<file path="src/rtl/regfile_scoreboard.sv">
// Parametrised register file: muxed read ports with write bypass, a busy
// scoreboard for issue hazards, and a sequential post-reset clear of storage.
module regfile_scoreboard #(
    parameter int XLEN  = 32,
    parameter int NREG  = 32,
    parameter int NREAD = 2
) (
    input  logic                     i_clk,
    input  logic                     i_reset,
    output logic                     o_init_done,
    input  logic [NREAD*$clog2(NREG)-1:0] i_rd_addr,
    output logic [NREAD*XLEN-1:0]    o_rd_data,
    output logic [NREAD-1:0]         o_rd_busy,
    input  logic                     i_wr_en,
    input  logic [$clog2(NREG)-1:0]  i_wr_addr,
    input  logic [XLEN-1:0]          i_wr_data,
    input  logic                     i_rsv_en,
    input  logic [$clog2(NREG)-1:0]  i_rsv_addr
);

    localparam int SELW = $clog2(NREG);

    localparam logic [0:0] S_INIT = 1'b0;
    localparam logic [0:0] S_RUN  = 1'b1;

    logic [0:0]      r_state;
    logic [SELW-1:0] r_clr_ptr;
    logic            r_init_done;
    logic [NREG-1:0] r_busy;
    logic [XLEN-1:0] r_mem [NREG];

    logic w_run;
    logic w_wr_req;
    logic w_wr_commit;
    logic w_rsv_commit;

    // Register 0 is hardwired zero; selects at or beyond NREG address nothing.
    function automatic logic f_addr_ok(input logic [SELW-1:0] a);
        return (a != '0) && (32'(a) < 32'(NREG));
    endfunction

    assign w_run        = (r_state == S_RUN);
    assign w_wr_req     = w_run && i_wr_en && f_addr_ok(i_wr_addr);
    assign w_wr_commit  = w_wr_req && !i_reset;
    assign w_rsv_commit = w_run && i_rsv_en && f_addr_ok(i_rsv_addr) && !i_reset;

    always_ff @(posedge i_clk) begin
        if (i_reset) begin
            r_state     <= S_INIT;
            r_clr_ptr   <= SELW'(1);
            r_init_done <= 1'b0;
            r_busy      <= '0;
        end else if (r_state == S_INIT) begin
            r_clr_ptr <= r_clr_ptr + SELW'(1);
            if (r_clr_ptr == SELW'(NREG - 1)) begin
                r_state     <= S_RUN;
                r_init_done <= 1'b1;
            end
        end else begin
            if (w_wr_commit) begin
                r_busy[i_wr_addr] <= 1'b0;
            end
            // A new reservation on the register being written wins.
            if (w_rsv_commit) begin
                r_busy[i_rsv_addr] <= 1'b1;
            end
        end
    end

    // Storage carries no reset; the INIT walk zeroes it one entry per cycle.
    always_ff @(posedge i_clk) begin
        if (!i_reset) begin
            if (r_state == S_INIT) begin
                r_mem[r_clr_ptr] <= '0;
            end else if (w_wr_commit) begin
                r_mem[i_wr_addr] <= i_wr_data;
            end
        end
    end

    assign o_init_done = r_init_done;

    for (genvar g = 0; g < NREAD; g++) begin : g_rd
        logic [SELW-1:0] w_sel;
        logic [XLEN-1:0] w_data;
        logic            w_busy;

        assign w_sel = i_rd_addr[g*SELW +: SELW];

        always_comb begin
            w_data = '0;
            w_busy = 1'b0;
            if (w_run && f_addr_ok(w_sel)) begin
                if (w_wr_req && (i_wr_addr == w_sel)) begin
                    w_data = i_wr_data;
                end else begin
                    w_data = r_mem[w_sel];
                    w_busy = r_busy[w_sel];
                end
            end
        end

        assign o_rd_data[g*XLEN +: XLEN] = w_data;
        assign o_rd_busy[g]              = w_busy;
    end

endmodule

</file>
<file path="config.mk">
export PLATFORM = sky130hd
export DESIGN_NAME = regfile_scoreboard
export DESIGN_NICKNAME = d
export VERILOG_FILES = /design/src/rtl/regfile_scoreboard.sv
export SDC_FILE = /design/constraint.sdc
export NUM_CORES = 1
export LEC_CHECK = 0
export ABC_AREA = 0
export BUFFER_PORTS_ARGS = -buffer_cell sky130_fd_sc_hd__buf_2
export CAP_MARGIN = 20
export CELL_PAD_IN_SITES_DETAIL_PLACEMENT = 1
export CELL_PAD_IN_SITES_GLOBAL_PLACEMENT = 2
export CORE_MARGIN = 3
export CORE_UTILIZATION = 47
export CTS_CLUSTER_DIAMETER = 60
export DETAILED_ROUTE_END_ITERATION = 8
export GPL_TIMING_DRIVEN = 0
export PLACE_DENSITY_LB_ADDON = 0.1
export SLEW_MARGIN = 10
export SYNTH_ARGS = -nofsm -noshare
export SYNTH_HDL_FRONTEND = slang
export SYNTH_SLANG_ARGS = --single-unit
export TNS_END_PERCENT = 50
</file>
<file path="constraint.sdc">
create_clock -name i_clk -period 5.42 [get_ports i_clk]
set_input_delay 1.084 -clock i_clk [delete_from_list [all_inputs] [get_ports i_clk]]
set_output_delay 1.084 -clock i_clk [all_outputs]
set_load 0.01 [all_outputs]
</file>
==> summary.txt <==
Status: complete, but fails checks
Failing checks: setup timing
Drt via density: 7.21
Buffers on Ports: 111
Pwr Total: 0.0183 W
WL met2: 96900 um
Clock skew: 38.4 ps
Avg Inst Size Synth: 15.9 um2
CP Class: input port to output port
IO Count: 123
WP data required: 4340 ps
Fillers: 10016
Final Instance Area: 58800 um2
Post-layout min period: 5570 ps
Slew headroom: 16.9%
Pwr dens: 312 nW/um2
Nets: 3561
Final slew viol count: 0
Share of cells above drive strength 1: 24.4%
Antenna violations before repair: 9
Worst r2r src: r_state
CP max FO: 10
1st-pass router iterations: 6
Max Used Layer: met4
Delay of the slowest critical-path stage: 800 ps
Clock Latency Late Sink: 730 ps
CTS Buf Count: 118
CP Launch Type: input port
Hold Violations, Final: 0
YS warnings: 0
P_leak: 18.7 nW
CP most frequent cell: buf_2
Metal3 WL: 24000 um
DRC violations left: 0
Number of synthesized flops with an enable pin: 1024
Final wirelength: 217000 um
Crit path capture: o_rd_data[6]
Commonest non-fill, non-tap cells in the layout: edfxtp_1 (1024), mux2i_1 (561), mux4_2 (278)
Ys flop type: edfxtp_1
Largest net degree at the start of global routing: 33
Asr flop ratio synth: 0%
Rows: 120
Synth Instances: 3207
Die height: 336 um
Final Cycle Share: 103%
Clock Tree Root: clkbuf_16
Hold-fix buffers, CTS: 0
Crit path DAT: 4490 ps
Final worst slack: -154 ps
Worst Max-Slew Pin Slew: 1250 ps
Hpwl dp: 154000 um
Worst Reg-to-Reg Cells: 7
Fmax: 179 MHz
Seq cells post-synth: 1063
Total Routing Usage GR: 38.0%
Critical path's slowest cell: clkbuf_1
Layout area overhead: 14.9%
Placed cell area: 54800 um2
Register area share after synthesis: 61.7%
VDD IR max: 0.269 mV
1st-iter DRT viols: 5942
Aggregate global routing overflow: 0
Critical path capture point type: output port
Setup crit start: i_rd_addr[0]
Synth unique cells: 55
Critical Path, Cell by Cell: buf_2 > buf_6 > buf_4 > and2_1 > clkbuf_1 > a22oi_1 > a21oi_1 > a311o_1 > o21ai_0 > buf_2
Setup Buffers After CTS: 0
Final RePlAce weighted congestion: 0.960
Class of the worst hold path: flop to flop
Clock Pin Slew Worst Setup and Hold Paths: 60 ps
Pre-CTS setup slack: -385 ps
Synthesized area: 51100 um2
Die width: 336 um
Most common cell after layout, fill and taps aside: edfxtp_1
Unrepaired setup endpoints after global routing: yes
DRT antenna net count: 0
Clk buf depth: 3
Post-Place Cells: 4776
MaxCap Viol Count: 0
Htree depth: 3
Starting density of the core: 47.6%
DR vias: 36123
Die ar.: 113000 um2
Area of the core: 108000 um2
FF-to-FF setup slack: 2070 ps
First-pass GRT wire length: 293000 um
Clock tree sinks: 1063
Endpoints failing setup: 33
Fin cells: 5007
Final Util: 54.7%
Worst r2r dst: r_mem[10][18]
M1 wire length: 83000 um
CTS tree: yes
Syn nets: 3265
Wire per inst: 43.3 um
Vias in the first global route: 35970
==> stage by stage <==
step                      hold WS [ps]   TNS, ps
after floorplan                    449         0
final                              489     -2290
after global routing               512      -337
after detailed placement           480     -3920
after global placement             466  -1161840
after CTS                          490     -21.9
==> flip-flops by register name (all words and copies together) (netlist names) <==
| name | cells |
|---|---|
| r_mem | 1024 |
| r_busy | 32 |
| r_clr_ptr | 5 |
| o_init_done | 1 |
| r_state | 1 |
==> cell usage after synthesis, drive strengths merged, types with 6 or more instances <==
cell type	n	area share [%]
mux2i	562	11
a22oi	172	2.5
nor2b	16	0.20
a21oi	171	1.7
a32o	48	0.94
a22o	20	0.34
o211ai	27	0.41
nand3	82	0.80
mux4	278	12
o22ai	44	0.54
clkbuf	104	0.76
o21ai	52	0.52
dfxtp	39	1.5
nand4	8	0.098
edfxtp	1024	60
mux2	37	0.81
a221oi	15	0.26
nand2b	9	0.11
nor3	48	0.47
nor2	62	0.46
a311o	14	0.27
and2	40	0.49
a311oi	6	0.10
buf	160	1.7
xnor2	9	0.15
nand2	114	0.84
==> critical path, delay by kind of cell <==
kind / cells / cell delay [ps]
buf+inv: 5 / 1860
compound gates: 4 / 1100
simple gates: 1 / 390
==> final cells by class <==
type                    instances  area [um2]  share of cell area, %
diodes                          3        7.51                 0.0128
repair buffers                176        1830                   3.11
clock buffers                 146        3130                   5.33
multi-input cells            1876       18600                   31.7
clock inverters                72         558                  0.950
flip-flops and latches       1063       31500                   53.7
well taps                    1403        1760                   2.99
plain buffers                 264        1300                   2.21
inverters                       4        15.0                 0.0256
==> worst min path at each step <==
stage | from | cells after the start | slack, ps | endpoint
finish | r_busy[0] | 1 | 490 | r_busy[0]
CTS | r_busy[0] | 1 | 490 | r_busy[0]
detailed placement | r_busy[0] | 1 | 480 | r_busy[0]
floorplan | r_busy[13] | 2 | 450 | r_busy[13]
global route | r_busy[0] | 1 | 510 | r_busy[0]
global placement | r_busy[0] | 1 | 470 | r_busy[0]
==> metal layers <==
metal  GRT usage, %  vias to the layer above
met5              0                        -
met4           19.8                        0
met3           9.26                      527
met2           57.7                     2603
met1           51.1                    19150
li1               -                    13843
==> power breakdown <==
part,switching (W),total [W],internal (W)
clock network,0.00340,0.00781,0.00441
logic,0.00104,0.00151,0.000473
registers,0.0000416,0.00901,0.00897
==> cells by family (layout without fill, tap and decap cells) <==
group                    after synthesis  count (layout)  synth area share (%)
flip-flops                          1063            1063                  61.7
multiplexers                         877             877                  24.1
AO/OA/AOI/OAI                        585             585                  7.84
AND/OR/NAND/NOR                      399             399                  3.73
buffers and inverters                268             662                  2.44
XOR/XNOR                              13              13                 0.223
adder cells (fa/ha/maj)                2               2                0.0489
other                                  0               3                     0
==> what timing repair did <==
action | 4_1_cts | 5_1_grt
pin swaps | 1 | 2
endpoints found under the setup margin | 29 | 26
gates resized for setup | 15 | 33
(Power assumes the default switching activity.)
